==> src/rtl/histogram_pkg.sv <==
// Shared definitions for the histogram read-out path.
package histogram_pkg;

    localparam int unsigned DEF_ADDR_W  = 10;
    localparam int unsigned DEF_COUNT_W = 32;
    localparam int unsigned DEF_CUM_W   = DEF_ADDR_W + DEF_COUNT_W;

    typedef enum logic [1:0] {
        StIdle,
        StScan,
        StDrain,
        StDone
    } scan_state_e;

endpackage

==> src/rtl/histogram_readout.sv <==
// Scans every histogram bin once per start, streaming bin/count/cumulative-sum
// beats and reporting the total and the peak bin at the end.
module histogram_readout
    import histogram_pkg::*;
#(
    parameter int unsigned ADDR_W    = DEF_ADDR_W,
    parameter int unsigned COUNT_W   = DEF_COUNT_W,
    parameter bit          SKIP_ZERO = 1'b0
) (
    input  logic                       clk,
    input  logic                       rst,
    input  logic                       start,
    output logic                       busy,
    output logic                       done,
    output logic [ADDR_W-1:0]          rd_addr,
    input  logic [COUNT_W-1:0]         rd_data,
    output logic                       out_valid,
    input  logic                       out_ready,
    output logic [ADDR_W-1:0]          out_bin,
    output logic [COUNT_W-1:0]         out_count,
    output logic [COUNT_W+ADDR_W-1:0]  out_cum,
    output logic                       out_last,
    output logic [COUNT_W+ADDR_W-1:0]  total,
    output logic [ADDR_W-1:0]          mode_bin,
    output logic [COUNT_W-1:0]         mode_count
);

    localparam int unsigned CUM_W = COUNT_W + ADDR_W;

    scan_state_e state_q, state_d;

    logic [CUM_W-1:0]   cum_q;
    logic [CUM_W-1:0]   cum_sum;
    logic [COUNT_W-1:0] peak_count_q;
    logic [ADDR_W-1:0]  peak_bin_q;

    logic out_free;
    logic last_addr;
    logic emit;
    logic accept;
    logic consume;
    logic finish;

    assign out_free  = !out_valid || out_ready;
    assign last_addr = &rd_addr;
    assign emit      = !(SKIP_ZERO && (rd_data == '0));
    assign cum_sum   = cum_q + CUM_W'(rd_data);

    assign busy = (state_q != StIdle);
    assign done = (state_q == StDone);

    always_comb begin
        state_d = state_q;
        accept  = 1'b0;
        consume = 1'b0;
        finish  = 1'b0;
        case (state_q)
            StIdle: begin
                if (start) begin
                    accept  = 1'b1;
                    state_d = StScan;
                end
            end
            StScan: begin
                if (out_free) begin
                    consume = 1'b1;
                    if (last_addr) state_d = StDrain;
                end
            end
            StDrain: begin
                if (out_free) state_d = StDone;
            end
            StDone: begin
                finish  = 1'b1;
                state_d = StIdle;
            end
            default: state_d = StIdle;
        endcase
    end

    always_ff @(posedge clk) begin
        if (rst) begin
            state_q      <= StIdle;
            rd_addr      <= '0;
            cum_q        <= '0;
            peak_count_q <= '0;
            peak_bin_q   <= '0;
            out_valid    <= 1'b0;
            out_bin      <= '0;
            out_count    <= '0;
            out_cum      <= '0;
            out_last     <= 1'b0;
            total        <= '0;
            mode_bin     <= '0;
            mode_count   <= '0;
        end else begin
            state_q <= state_d;
            if (accept) begin
                rd_addr      <= '0;
                cum_q        <= '0;
                peak_count_q <= '0;
                peak_bin_q   <= '0;
                total        <= '0;
                mode_bin     <= '0;
                mode_count   <= '0;
            end
            if (consume) begin
                rd_addr   <= rd_addr + ADDR_W'(1);
                cum_q     <= cum_sum;
                // Strict compare keeps the lowest index on ties.
                if (rd_data > peak_count_q) begin
                    peak_count_q <= rd_data;
                    peak_bin_q   <= rd_addr;
                end
                out_valid <= emit;
                out_bin   <= rd_addr;
                out_count <= rd_data;
                out_cum   <= cum_sum;
                out_last  <= last_addr && emit;
            end else if (out_valid && out_ready) begin
                out_valid <= 1'b0;
            end
            if (finish) begin
                total      <= cum_q;
                mode_bin   <= peak_bin_q;
                mode_count <= peak_count_q;
            end
        end
    end

endmodule

==> config.mk <==
export PLATFORM = sky130hd
export DESIGN_NAME = histogram_readout
export DESIGN_NICKNAME = d
export VERILOG_FILES = /design/src/rtl/histogram_pkg.sv /design/src/rtl/histogram_readout.sv
export SDC_FILE = /design/constraint.sdc
export NUM_CORES = 1
export LEC_CHECK = 0
export BUFFER_PORTS_ARGS = -buffer_cell sky130_fd_sc_hd__buf_2
export CAP_MARGIN = 10
export CORE_UTILIZATION = 45
export DETAILED_ROUTE_END_ITERATION = 16
export PLACE_DENSITY = 0.65
export SLEW_MARGIN = 20
export SYNTH_ARGS = -nofsm -noshare
export SYNTH_HDL_FRONTEND = slang
export SYNTH_SLANG_ARGS = --single-unit
==> constraint.sdc <==
create_clock -name clk -period 4.2 [get_ports clk]
set_input_delay 0.84 -clock clk [delete_from_list [all_inputs] [get_ports clk]]
set_output_delay 0.84 -clock clk [all_outputs]
set_load 0.02 [all_outputs]
==> metrics.txt <==
Slew Limit Fails 0; Total Wirelength 32.0 mm; CTS resizes 0; final setup violation count 0; min-delay worst type reg -> reg; Register-to-Register Path Depth 12; Detail Placement HPWL 21.8 mm; core area 0.0252 mm2; postcts setup bufs 0; relative slew slack 42.8%; final core utilization 55.4%; WP data required 4.67 ns; synth warn 0; most frequent cells in the layout 266 x dfxtp_1, 216 x buf_2, 208 x nand2_1; Buffers on Ports 217; fin crit period 3.37 ns; DRT iter0 DRCs 632; slack of the critical path 0.825 ns; Placer Congestion 0.891; die height 162 um; largest net degree at the start of global routing 69; Residual DRC 0; Vias/cell 5.42; FMAX 296 MHz; I/O pins 218; Critical Path Sink Type flop; # diodes 0; area of the multi-input gates 0.00581 mm2; total of max-cap violations 0; total global routing overflow 0; outcome completed; first-pass GRT wire length 51.1 mm; Longest Clk Path Bufs 3; Worst Skew 0.00888 ns; asr flop ratio synth 0%; Fin. Hold Viols 0; vias in the first global route 9591; number of buffers created by CTS 29; Leak 6.16 nW; slew of the pin with the lowest slew margin 0.858 ns; Peak supply drop 0.387 mV; hold-fix buffers at CTS 0; worst skew pair latency 0.54 ns; critical path type in -> reg; Starting Density 46.0%; initial antenna violation count 0; Worst EP arrival 3.85 ns; placed instance area 0.0130 mm2; synth unique cells 64; largest cells by area after synthesis dfxtp_1 46%, ha_1 7.6%, nand2_1 6.8%; most common cell after layout, fill and taps aside dfxtp_1; Die Span X 162 um; DR WL/cell 17.1 um; area leader, netlist dfxtp_1; H-tree depth 1; Final ANT Viol Nets 0; area occupied by registers 0.00533 mm2; via count 10.1k; area growth from synthesis to layout 20.5%; Cell Rows 58; RSZ-0062 raised after global routing false; Setup WS pre-CTS 0.270 ns; Syn Area/Cell 8.70 um2; Synth Cell Area 0.0116 mm2; predominant post-synthesis flop cell dfxtp_1; Post-Layout Inst Area 0.0140 mm2; DRT Pass-1 Iters 5; Power Dens Cells 628 mW/mm2; CTS tree yes; Hold Crit Depth 2; Setup TNS 0 ns; # fillers 2316; full die area 0.0264 mm2; Seq/Total Area, Yosys 46.0%; Final period util 80.3%; Synth Net Count 1438; clock slew seen by the registers of the worst setup and hold paths 0.06 ns; gr usage total 23.9%; Final Power 8.77 mW; synthesis-stage register bit count 266; CTS root buf clkbuf_16; nets 1623; share of cells above drive strength 1 19.8%; Sink Count 266; EDFF count, synth 0; share of Yosys cell area claimed by the top area cell type 46.0%; CP Max Fanout 7; critical path startpoint category input pin; cell count after synthesis 1331
==> worst paths after layout <==
check | startpoint | end | slack, ns
max | rd_data[0] | cum_q[34]$_SDFFE_PP0P_ | 0.83
max reg2reg | cum_q[0]$_SDFFE_PP0P_ | cum_q[34]$_SDFFE_PP0P_ | 0.90
min | out_cum[27]$_SDFFE_PP0P_ | out_cum[27]$_SDFFE_PP0P_ | 0.45
min reg2reg | out_cum[27]$_SDFFE_PP0P_ | out_cum[27]$_SDFFE_PP0P_ | 0.45
==> per-stage QoR <==
stage	hold WS, ns	instances
2_1_floorplan	0.440	1331
3_3_place_gp	0.429	1815
3_5_place_dp	0.431	1815
4_1_cts	0.450	1866
5_1_grt	0.467	1866
6_report	0.446	1866
==> sequential cells by signal (all words and copies together) (netlist names) <==
register	count
out_last	1
cum_q	42
out_bin	10
total	42
peak_bin_q	10
peak_count_q	32
mode_count	32
out_cum	42
out_count	32
mode_bin	10
rd_addr	10
out_valid	1
state_q	2
==> area by class of cell <==
type,count,area share [%]
clock buffers,44,6.32
clock inverters,7,0.690
inverters,49,1.32
multi-input cells,936,41.6
flip-flops and latches,266,38.1
well taps,330,2.96
repair buffers,234,8.92
==> Yosys cell counts (all sizes together) (11+ instances only) <==
| cell | instances |
|---|---|
| o21ai | 53 |
| a22o | 56 |
| nor2 | 139 |
| nand4 | 13 |
| a21o | 25 |
| buf | 13 |
| clkbuf | 67 |
| dfxtp | 266 |
| nand2 | 209 |
| ha | 70 |
| nand3 | 15 |
| a22oi | 88 |
| a21oi | 136 |
| xnor2 | 24 |
| xor2 | 11 |
| inv | 49 |
==> where the power goes <==
group / internal, mW / total, mW / switching [mW] / leakage, nW
Sequential: 2.89 / 3.14 / 0.255 / 2.16
Combinational: 0.991 / 3.05 / 2.06 / 3.53
Clock: 1.56 / 2.58 / 1.02 / 0.472
Total: 5.44 / 8.77 / 3.33 / 6.16
==> metal layers <==
layer	part of all wire, %	global-route usage [%]
met3	6.5	3.82
met5	0	0
met1	47	32.8
met2	45	39.0
met4	1.9	6.17
==> worst max-delay path, cell delays in order <==
cell and delay (ns):
buf_2 0.12, ha_1 0.22, inv_1 0.07, fa_1 0.38, or2b_1 0.30, a2111oi_4 0.37
o21ai_2 0.17, a2111oi_4 0.43, o21ai_2 0.14, a21oi_4 0.27, nand3_2 0.13, or3_1 0.32
o21ai_1 0.07
==> kinds of logic (layout without fill, tap and decap cells) <==
| logic type | after synthesis | in the layout | synth area share, % |
|---|---|---|---|
| adder cells (fa/ha/maj) | 71 | 71 | 7.73 |
| multiplexers | 3 | 3 | 0.259 |
| AND/OR/NAND/NOR | 428 | 428 | 15.8 |
| AO/OA/AOI/OAI | 399 | 399 | 23.2 |
| flip-flops | 266 | 266 | 46.0 |
| XOR/XNOR | 35 | 35 | 2.65 |
| buffers and inverters | 129 | 334 | 4.32 |
No activity file was read; power rests on OpenSTA's default activity.
